==> src/rtl/decim_pkg.sv <==
// Shared constants and width helpers for the decimator slice.
// Build option DECIM_ROUND_EN selects round-half-up window averages instead of truncation.
package decim_pkg;

    localparam int DATA_W_DEF     = 8;
    localparam int DECIM_DEF      = 4;
    localparam int FIFO_DEPTH_DEF = 4;

    function automatic int acc_width(input int data_w, input int decim);
        return data_w + $clog2(decim);
    endfunction

    function automatic int ptr_width(input int depth);
        return $clog2(depth);
    endfunction

    function automatic int count_width(input int depth);
        return $clog2(depth + 1);
    endfunction

    // Added to the window sum before the shift; DECIM/2 gives round half up.
    function automatic int round_offset(input int decim);
`ifdef DECIM_ROUND_EN
        return decim / 2;
`else
        return 0;
`endif
    endfunction

    localparam int ACC_W_DEF = acc_width(DATA_W_DEF, DECIM_DEF);

endpackage

==> src/rtl/sample_fifo_0.sv <==
// Small result FIFO: registered storage, combinational head read, count-based full/empty.
// A push while full is accepted only when a pop happens on the same edge.
module sample_fifo_0
    import decim_pkg::*;
#(
    parameter int WIDTH = DATA_W_DEF,
    parameter int DEPTH = FIFO_DEPTH_DEF
) (
    input  logic                          clk,
    input  logic                          rst,
    input  logic                          push,
    input  logic [WIDTH-1:0]              push_data,
    input  logic                          pop_ready,
    output logic [WIDTH-1:0]              head_data,
    output logic                          head_valid,
    output logic                          full,
    output logic [count_width(DEPTH)-1:0] count
);

    localparam int PTR_W = ptr_width(DEPTH);
    localparam int CNT_W = count_width(DEPTH);

    logic [WIDTH-1:0] mem [DEPTH];
    logic [PTR_W-1:0] wr_ptr_reg;
    logic [PTR_W-1:0] rd_ptr_reg;
    logic [CNT_W-1:0] count_reg;
    logic [CNT_W-1:0] count_next;
    logic             pop;
    logic             push_ok;

    assign head_valid = (count_reg != '0);
    assign full       = (count_reg == CNT_W'(DEPTH));
    assign count      = count_reg;
    // Empty reads as zero so o_data has a defined value out of reset.
    assign head_data  = head_valid ? mem[rd_ptr_reg] : '0;

    assign pop     = head_valid && pop_ready;
    assign push_ok = push && (!full || pop);

    always_comb begin
        count_next = count_reg;
        case ({push_ok, pop})
            2'b10:   count_next = count_reg + CNT_W'(1);
            2'b01:   count_next = count_reg - CNT_W'(1);
            default: count_next = count_reg;
        endcase
    end

    always_ff @(posedge clk) begin
        if (!rst && push_ok) begin
            mem[wr_ptr_reg] <= push_data;
        end
    end

    // Depth is a power of two, so pointers wrap naturally.
    always_ff @(posedge clk) begin
        if (rst) begin
            wr_ptr_reg <= '0;
            rd_ptr_reg <= '0;
            count_reg  <= '0;
        end else begin
            if (push_ok) wr_ptr_reg <= wr_ptr_reg + PTR_W'(1);
            if (pop)     rd_ptr_reg <= rd_ptr_reg + PTR_W'(1);
            count_reg <= count_next;
        end
    end

endmodule

==> src/rtl/decimator_0.sv <==
// Averages non-overlapping windows of DECIM samples and queues the results.
// Build option DECIM_ROUND_EN rounds each average half up instead of truncating.
module decimator_0
    import decim_pkg::*;
#(
    parameter int DATA_W     = DATA_W_DEF,
    parameter int DECIM      = DECIM_DEF,
    parameter int FIFO_DEPTH = FIFO_DEPTH_DEF
) (
    input  logic                               clk,
    input  logic                               rst,
    input  logic [DATA_W-1:0]                  i_data,
    input  logic                               i_valid,
    output logic [DATA_W-1:0]                  o_data,
    output logic                               o_valid,
    input  logic                               o_ready,
    output logic                               o_overflow,
    output logic [count_width(FIFO_DEPTH)-1:0] o_count
);

    localparam int SHIFT     = $clog2(DECIM);
    localparam int ACC_W     = acc_width(DATA_W, DECIM);
    localparam int ROUND_OFF = round_offset(DECIM);

    logic [ACC_W-1:0]  acc_reg;
    logic [SHIFT-1:0]  cnt_reg;
    logic              overflow_reg;
    logic [ACC_W-1:0]  sum;
    logic [DATA_W-1:0] result;
    logic              window_close;
    logic              fifo_full;

    assign window_close = i_valid && (cnt_reg == SHIFT'(DECIM - 1));
    // Sum of DECIM samples plus DECIM/2 still fits in ACC_W bits.
    assign sum    = acc_reg + ACC_W'(i_data) + ACC_W'(ROUND_OFF);
    assign result = sum[SHIFT +: DATA_W];

    always_ff @(posedge clk) begin
        if (rst) begin
            acc_reg      <= '0;
            cnt_reg      <= '0;
            overflow_reg <= 1'b0;
        end else begin
            if (window_close) begin
                acc_reg <= '0;
                cnt_reg <= '0;
                if (fifo_full && !o_ready) overflow_reg <= 1'b1;
            end else if (i_valid) begin
                acc_reg <= acc_reg + ACC_W'(i_data);
                cnt_reg <= cnt_reg + SHIFT'(1);
            end
        end
    end

    assign o_overflow = overflow_reg;

    sample_fifo_0 #(
        .WIDTH (DATA_W),
        .DEPTH (FIFO_DEPTH)
    ) u_fifo (
        .clk        (clk),
        .rst        (rst),
        .push       (window_close),
        .push_data  (result),
        .pop_ready  (o_ready),
        .head_data  (o_data),
        .head_valid (o_valid),
        .full       (fifo_full),
        .count      (o_count)
    );

endmodule

==> config.mk <==
export PLATFORM = sky130hd
export DESIGN_NAME = decimator_0
export DESIGN_NICKNAME = d
export VERILOG_FILES = /design/src/rtl/decim_pkg.sv /design/src/rtl/sample_fifo_0.sv /design/src/rtl/decimator_0.sv
export SDC_FILE = /design/constraint.sdc
export NUM_CORES = 1
export LEC_CHECK = 0
export ABC_AREA = 1
export CORE_MARGIN = 4
export CORE_UTILIZATION = 67
export CTS_CLUSTER_SIZE = 16
export DETAILED_ROUTE_END_ITERATION = 16
export DONT_BUFFER_PORTS = 1
export PLACE_DENSITY = 0.93
export SYNTH_ARGS = -nofsm -noshare
export SYNTH_HDL_FRONTEND = slang
export SYNTH_SLANG_ARGS = --single-unit
==> constraint.sdc <==
create_clock -name clk -period 4.6 [get_ports clk]
set_input_delay 0.46 -clock clk [delete_from_list [all_inputs] [get_ports clk]]
set_output_delay 0.46 -clock clk [all_outputs]
set_load 0.01 [all_outputs]
==> reports/metrics.yaml, run 1 <==
fin_setup_tns_ps: 0
pin_count: 25
syn2layout_area_growth_pct: 5.00
dr.pass1.iters: 4
gp_congestion: 0.924
clk_path_buf_depth: 2
cts_sinks: 54
drt_iter0_markers: 100
rsz0062_at_grt: "false"
cts_root_buffer: "clkbuf_8"
critical_path.top_delay_family: "flip-flops"
ir_drop_mv: 0.181
clk_latency_ps: 300
port_buffers: 0
post-cts-setup-buffers: 0
seq_area_frac_synth_pct: 52.8
period_share_pct: 46.5
synth_top_family_by_area: "simple AND/OR/NAND/NOR gates"
hold_class: "input port to flip-flop"
post_dp_cell_area_mm2: 0.00268
synthDistinctLibCells: 27
final_cell_mix: "58 x nor2_1, 45 x nand2_1, 39 x inv_1, 32 x edfxtp_1, 26 x a21oi_1"
first_global_vias: 1785
antenna_cells: 0
antenna_left: 0
clk_pin_slew_ps: 90
synth_mux_area_share_pct: 0
largest_reg_flops: 32
slew_headroom_pct: 48.4
start_util_pct: 70.9
crit_chain: "inv_2, o21ai_0, a21oi_1"
yosys.area_share.simple_pct: 18.8
route.vias.total: 1873
fmaxAchievable_mhz: 468
die_w_um: 70.9
cts-resized-gates: 0
grt_pass1_wl_um: 7960
nets: 327
setup_ws_ps: 2460
drc: 0
outcome: "finished, final reports clean"
finalHoldViolCount: 0
netlist_instances: 299
ys_ff_latch: 54
end_kind: "output port"
tightestPinTransition_ps: 772
avgSynthCellArea_um2: 8.88
synth_fp_nets: 327
critPathSlowestCell: "dfxtp_1"
drt_wl_total_um: 4710
cp_max_fo: 17
antenna_found_initial: 0
layout_commonest_cell: "nor2_1"
grt_max_degree: 18
period_needed_ps: 2140
hold_buffers: 0
viasPerCell: 5.38
critPathRequiredTime_ps: 4140
fin_skew_ps: 4.20
layout-drive-gt1-share_pct: 5.33
grt_use_total_pct: 19.9
die_h_um: 70.9
yosysWarningCount: 0
slew_violations: 0
dieArea_mm2: 0.00503
path_buf_inv: 1
worst_setup_path_start_kind: "flip-flop"
synth_compound_area_share_pct: 11.9
synth_xor_area_share_pct: 1.32
overflow: 0
numCtsBuffers: 5
slowest_delay_ps: 710
preCtsSetupSlack_ps: 2510
cts.htree.levels: 2
syn_area_mm2: 0.00265
wl_per_cell_um: 13.5
fin_area_mm2: 0.00279
leakagePower_nw: 1.19
core.rowCount: 22
drv_cap: 0
tritoncts: "built"
path_class: "flip-flop to output port"
power_density_mw_per_mm2: 354
coreArea_mm2: 0.00374
worstPathArrival_ps: 1680
setup_viol: 0
dp_hpwl_um: 3330
synthAdderAreaFrac_pct: 8.11
## routing by layer
layer / global-route usage, % / wire length, um / vias up
met3: 4.12 / 167 / 6
met1: 25.6 / 2150 / 853
li1: - / - / 978
met2: 34.2 / 2340 / 36
met5: 0 / 0 / -
met4: 5.43 / 55 / 0
## stage by stage
stage	util, %	instances	hold slack, ps	total power [mW]
3_5_place_dp	71.5	340	462	0.687
4_1_cts	74.4	348	204	0.992
5_1_grt	74.4	348	208	1.03
3_3_place_gp	71.5	340	452	0.680
6_report	74.4	348	213	0.986
2_1_floorplan	-	299	445	0.661
## worst register-to-register path, stage by stage, from the launching register on
cell and delay [ps]:
dfxtp_1 390, inv_1 160, nand4_1 160, nand2_1 190
ha_1 170, inv_1 70, fa_1 370, a21oi_1 130
o21ai_0 110, o21ai_0 160, a21oi_1 60
## cell families after synthesis
kind of cell | count (synthesis)
XOR/XNOR | 4
adder cells (fa/ha/maj) | 16
AO/OA/AOI/OAI | 58
flip-flops | 54
buffers and inverters | 47
AND/OR/NAND/NOR | 120
## final timing paths
check	startpoint	to	slack (ps)	depth (start not counted)
min reg2reg	acc_reg[0]$_SDFFE_PP0P_	acc_reg[0]$_SDFFE_PP0P_	480	2
min	rst	u_fifo.count[1]$_SDFFE_PP0P_	210	1
max reg2reg	u_fifo.count[0]$_SDFFE_PP0P_	u_fifo.count[2]$_SDFFE_PP0P_	2520	10
max	flip-flop	o_data[2]	2460	3
## synth_stat cells (all sizes together)
cell type   n  area share [%]
o21ai      27             5.4
xor2        2            0.66
a21boi      1            0.28
buf         5             1.0
a21oi      27             5.2
nor3        1            0.61
xnor2       2            0.66
nand3      11             2.1
dfxtp      22              17
edfxtp     32              36
nor2       59             8.6
clkbuf      2            0.38
ha         14             6.6
or2         1            0.24
nand4       2            0.47
nand2      46             6.8
o21bai      1            0.42
inv        40             5.7
o21a        2            0.57
fa          2             1.5
## power breakdown
part	leakage [nW]	internal [mW]	switching, mW
Clock	0.0514	0.162	0.147
Combinational	0.670	0.0422	0.0853
Sequential	0.469	0.540	0.00950
## cell type report
class                   count  area, um2
well taps                  48       60.1
clock buffers               6       72.6
multi-input cells         198       1060
fillers                   285        957
clock inverters             2       37.5
flip-flops and latches     54       1400
inverters                  40        150
(Power assumes the default switching activity.)
==> inputs of run 2 (changes only) <==
- CORE_UTILIZATION: 67 -> 56
- PLACE_DENSITY: 0.93 -> 0.84
- clock period: 4.6 -> 1.9 ns (I/O delays scaled with it)
==> run 2 against run 1 <==
Effect of this change: combinational power rose to 2.7 times the previous value; setup slack worse by 2400 ps; total power up 130%; largest power group unchanged.
==> reports/metrics.yaml, run 2 (synthesis gave the netlist of run 1 again) <==
setup_ws_ps: 68.9  # -2390 ps
clk_path_buf_depth: 2  # unchanged
preCtsSetupSlack_ps: -36.4  # -2540 ps
clock_power_share_pct: 26.5  # -4.8 points
layout-drive-gt1-share_pct: 11.7  # +6.3 points
place_inst: 359  # +5.6%
post_dp_cell_area_mm2: 0.00279  # +4.4%
p_seq_share_pct: 58.5  # +2.8 points
ir_drop_mv: 0.433  # +140%
p_int_mw: 1.68  # +130%
clk_latency_ps: 300  # about the same
leakagePower_nw: 1.27  # +6.5%
overflow: 0  # unchanged
dr.pass1.iters: 4  # unchanged
clk_pin_slew_ps: 90  # about the same
worstPathArrival_ps: 2020  # +340 ps
nets: 344  # +5.2%
layout_commonest_cell: "nor2_1"
tightestPinTransition_ps: 472  # -299 ps
final_cell_mix: "58 x nor2_1, 45 x nand2_1, 39 x inv_1, 32 x edfxtp_1, 25 x a21oi_1"
slowest_delay_ps: 360  # -350 ps
fin_skew_ps: 5.47  # +1.27 ps
swShare_pct: 25.9  # +1.4 points
drt_wl_total_um: 4990  # +6.0%
power_density_mw_per_mm2: 780  # +120%
die_h_um: 76.8  # +8.3%
whs_ps: 34.8  # -178 ps
cp_max_fo: 3  # -14
grt_use_total_pct: 17.9  # -2.0 points
antenna_cells: 0  # unchanged
tritoncts: "built"
fin_area_mm2: 0.00291  # +4.6%
critPathSlowestCell: "fa_2"
grt_pass1_wl_um: 8410  # +5.7%
setup_viol: 0  # unchanged
pin_count: 25  # unchanged
first_global_vias: 1851  # +3.7%
drt_iter0_markers: 72  # -28%
port_buffers: 0  # unchanged
crit_chain: "ha_1, nand2_1, inv_1, nand2_1, ha_1, inv_1, fa_2, a21oi_2, o21ai_1, o21ai_1, a21oi_1"
end_kind: "flip-flop"
drc: 0  # unchanged
dp_hpwl_um: 3610  # +8.4%
critPathRequiredTime_ps: 2090  # -2050 ps
dieArea_mm2: 0.00590  # +17%
period_share_pct: 96.4
core.rowCount: 24  # +9.1%
die_w_um: 76.8  # +8.3%
fin_cells: 369  # +6.0%
finalHoldViolCount: 0  # unchanged
antenna_left: 0  # unchanged
hold_class: "input port to flip-flop"
outcome: "finished, final reports clean"
p_sw_mw: 0.589  # +140%
fin_setup_tns_ps: 0  # unchanged
path_class: "flip-flop to flip-flop"
rsz0062_at_grt: "true"
wl_per_cell_um: 13.5  # about the same
slew_headroom_pct: 68.4  # +20 points
route.vias.total: 1947  # +4.0%
coreArea_mm2: 0.00447  # +20%
gp_congestion: 0.839  # -9.2%
grt_max_degree: 18  # unchanged
period_needed_ps: 1830
cts_sinks: 54  # unchanged
start_util_pct: 59.3  # -12 points
fmaxAchievable_mhz: 546
largest_reg_flops: 32  # unchanged
cts.htree.levels: 2  # unchanged
pwr-share-comb_pct: 15.0  # +2.1 points
cts_root_buffer: "clkbuf_8"
viasPerCell: 5.28  # -2.0%
slew_violations: 0  # unchanged
drv_cap: 0  # unchanged
numCtsBuffers: 5  # unchanged
syn2layout_area_growth_pct: 9.81
worst_setup_path_start_kind: "flip-flop"
antenna_found_initial: 0  # unchanged
run 2: cell count changes in the layout (fill, tap and decap cells not counted), moves of 2 or more:
| cell | previous run | this run |
|---|---|---|
| o21ai_0 | 24 | 22 |
| fa_1 | 2 | 0 |
| buf_4 | 0 | 16 |
| fa_2 | 0 | 2 |
| o21ai_1 | 1 | 3 |
run 2: routing by layer:
metal  part of all wire (%)  global-route usage (%)  routed length, um
met3                    6.3                    4.68                314
met1                     44                    22.6               2200
met2                     49                    30.2               2450
met4                   0.36                    4.71                 18
met5                      0                       0                  0
run 2: cell type report:
type                            count  area, um2
Inverter                           40        150
Timing Repair Buffer               17        130
Clock buffer                        5       68.8
Tap cell                           52       65.1
Fill cell                         348       1560
Multi-Input combinational cell    198       1080
Sequential cell                    54       1400
Clock inverter                      3       16.3
run 2: power by group through the flow:
| stage | Combinational (mW) | Sequential (mW) | Clock [mW] |
|---|---|---|---|
| floorplan | 0.250 | 1.35 | 0 |
| detailed placement | 0.328 | 1.36 | 0 |
| CTS | 0.336 | 1.33 | 0.626 |
| finish | 0.340 | 1.33 | 0.602 |
| global route | 0.387 | 1.33 | 0.671 |
| global placement | 0.308 | 1.36 | 0 |
run 2: path summary, 6_finish.rpt:
check	start	end	slack [ps]	cells after the start
max reg2reg	cnt_reg[0]$_SDFFE_PP0P_	u_fifo.count[2]$_SDFFE_PP0P_	70	11
min	i_valid	acc_reg[0]$_SDFFE_PP0P_	30	2
max	cnt_reg[0]$_SDFFE_PP0P_	u_fifo.count[2]$_SDFFE_PP0P_	70	11
min reg2reg	cnt_reg[1]$_SDFFE_PP0P_	cnt_reg[1]$_SDFFE_PP0P_	470	2
run 2: critical path, delay by kind of cell, from the launching register on:
family,cells,cell delay (ps)
buf+inv,2,140
compound gates,4,390
fa+ha+maj,3,700
flops,1,330
simple gates,2,170
run 2: repair_timing:
action,CTS,global route
gates cloned,0,0
buffers inserted,0,1
hold buffers,1,0
setup endpoints to repair,2,19
gates resized for setup,3,4
endpoints found under the hold margin,1,0
pin swaps,1,1
run 2: stage by stage:
step | utilization (%) | power (mW)
final | 65.1 | 2.27
after global routing | 65.1 | 2.39
after CTS | 64.7 | 2.29
after detailed placement | 62.4 | 1.68
after global placement | 62.4 | 1.66
after floorplan | - | 1.60
==> inputs of run 3 (changes only) <==
- TNS_END_PERCENT: default -> 100
==> results of run 3 <==
Same layout as run 2: the final DEF is identical, and so are final timing and power.
==> RTL edit: new RTL, flow settings as in run 3 <==
Change the package constant `DATA_W_DEF` from 8 to 7.
--- a/src/rtl/decim_pkg.sv
+++ b/src/rtl/decim_pkg.sv
@@ -4,3 +4,3 @@
 
-    localparam int DATA_W_DEF     = 8;
+    localparam int DATA_W_DEF     = 7;
     localparam int DECIM_DEF      = 4;
Ports: changed (resized i_data and o_data); port bits go from 25 to 23. The function was not compared with the original's and may differ.
==> RTL edit against run 3 <==
  * Wire length shrank 8.6%
  * Combinational power shrank 14%
  * Power shrank 7.8%
  * Sequential cell count shrank 5
  * Via count shrank 9.1%
  * Largest cell class unchanged
  * Synthesized area shrank 7.3%
  * Sequential share of layout area shrank 0.69 points
  * Highest routed layer unchanged
  * Cell area shrank 8.4%
  * Setup slack gained 0.038 ns
==> RTL edit: results (changes against run 3) <==
metric;value;unit;change
hp-class;in -> reg;;unchanged
slew_headroom;0.6651;;was 0.6839
cts_buffers;5;;unchanged
syn_nets;299;;was 327
insertedDiodeCount;0;;unchanged
status;finished clean;;unchanged
async_flop_share;0;;unchanged
cts-root-buf;clkbuf_8;;unchanged
gp_congestion;0.8331;;was 0.8390
crit_slowest_cell;dfxtp_2;;was fa_2
synth_enable_flop_cells;28;;was 32
grt_pass1_vias;1786;;was 1851
synth_common_cells;nor2_1, nand2_1, inv_1;;unchanged
dpl.cell_count;329;;was 359
cp.arrival;1.98;ns;was 2.02 ns
antenna_found_initial;0;;unchanged
fillers;340;;was 348
drt_pass1_iterations;4;;unchanged
largest_reg_flops;28;;was 32
portBuffers;0;;unchanged
dp_hpwl;3410;um;was 3608 um
dp_slack;-0.01109;ns;was -0.03635 ns
seq_area_frac_synth;0.5125;;was 0.5281
vdd_drop_max;0.0003614;V;was 0.0004333 V
final_cells;338;;was 369
nNetsFinal;313;;was 344
drtIter0Drc;113;;was 72
avgSynthCellArea;9.015;um^2;was 8.876 um^2
cp_slowest_stage_delay;0.34;ns;was 0.36 ns
synthTopCellsByArea;edfxtp_1, dfxtp_1, nor2_1;;unchanged
fin_skew;0.008531;ns;was 0.005472 ns
grt_first_pass_wirelength;7879;um;was 8411 um
viasPerCell;5.237;;was 5.276
yosys.cell_types.count;30;;was 27
p_leak;0.001156;uW;was 0.001267 uW
drive_above_1_share;0.1215;;was 0.1167
cts_buffer_depth;2;;unchanged
path_max_fanout;8;;was 3
ys_warn_count;0;;unchanged
wl;4562;um;was 4989 um
grt.total_usage;0.1891;;was 0.1786
-- RTL edit: metal layers --
metal / wire length, um / global-route usage
met4: 74 / 0.07115
met3: 205 / 0.05676
met1: 1996 / 0.2136
met5: 0 / 0
met2: 2286 / 0.3366
-- RTL edit: per-stage QoR --
step           total power [uW]  area (um^2)
6_report                   2094         2669
5_1_grt                    2201         2669
4_1_cts                    2103         2656
3_5_place_dp               1513         2559
3_3_place_gp               1500         2559
2_1_floorplan              1457         2461
-- RTL edit: worst paths after layout --
kind / startpoint / endpoint / slack [ns] / cells after the start
worst min-delay path: i_valid / acc_reg[1] / 0.02 / 2
worst max-delay path: u_fifo.count[2] / u_fifo.count[2] / 0.11 / 11
worst min register to register: cnt_reg[1] / cnt_reg[1] / 0.48 / 2
worst max register to register: u_fifo.count[2] / u_fifo.count[2] / 0.11 / 11
-- RTL edit: area by class of cell --
| cell class | count | area [um^2] | area share |
|---|---|---|---|
| flip-flops and latches | 49 | 1266 | 0.4744 |
| multi-input cells | 183 | 1016 | 0.3807 |
| inverters | 35 | 136.4 | 0.05110 |
| repair buffers | 13 | 100.1 | 0.03751 |
| clock buffers | 6 | 72.57 | 0.02719 |
| well taps | 50 | 62.56 | 0.02344 |
| clock inverters | 2 | 15.01 | 0.005626 |
-- RTL edit: repair_timing --
item                                    4_1_cts  5_1_grt
endpoints found under the hold margin         1        0
hold buffers                                  1        0
gates resized for setup                       1        7
buffers inserted                              0        0
endpoints found under the setup margin        1        5
gates cloned                                  0        0
-- RTL edit: power breakdown --
part / internal (uW) / switching [uW] / leakage [uW]
logic: 99.5 / 191 / 0.000691
clock network: 260 / 340 / 0.0000374
registers: 1180 / 21.2 / 0.000427
-- RTL edit: logic make-up (layout without fill, tap and decap cells) --
family | Yosys count | after routing | share of synthesized area
xor gates and xnor gates | 4 | 4 | 0.01424
AOI/OAI and AO/OA | 49 | 49 | 0.1083
DFF | 49 | 49 | 0.5125
buffers and inverters | 41 | 56 | 0.07778
and+or+nand+nor | 115 | 115 | 0.2049
adders and majority gates | 15 | 15 | 0.08236
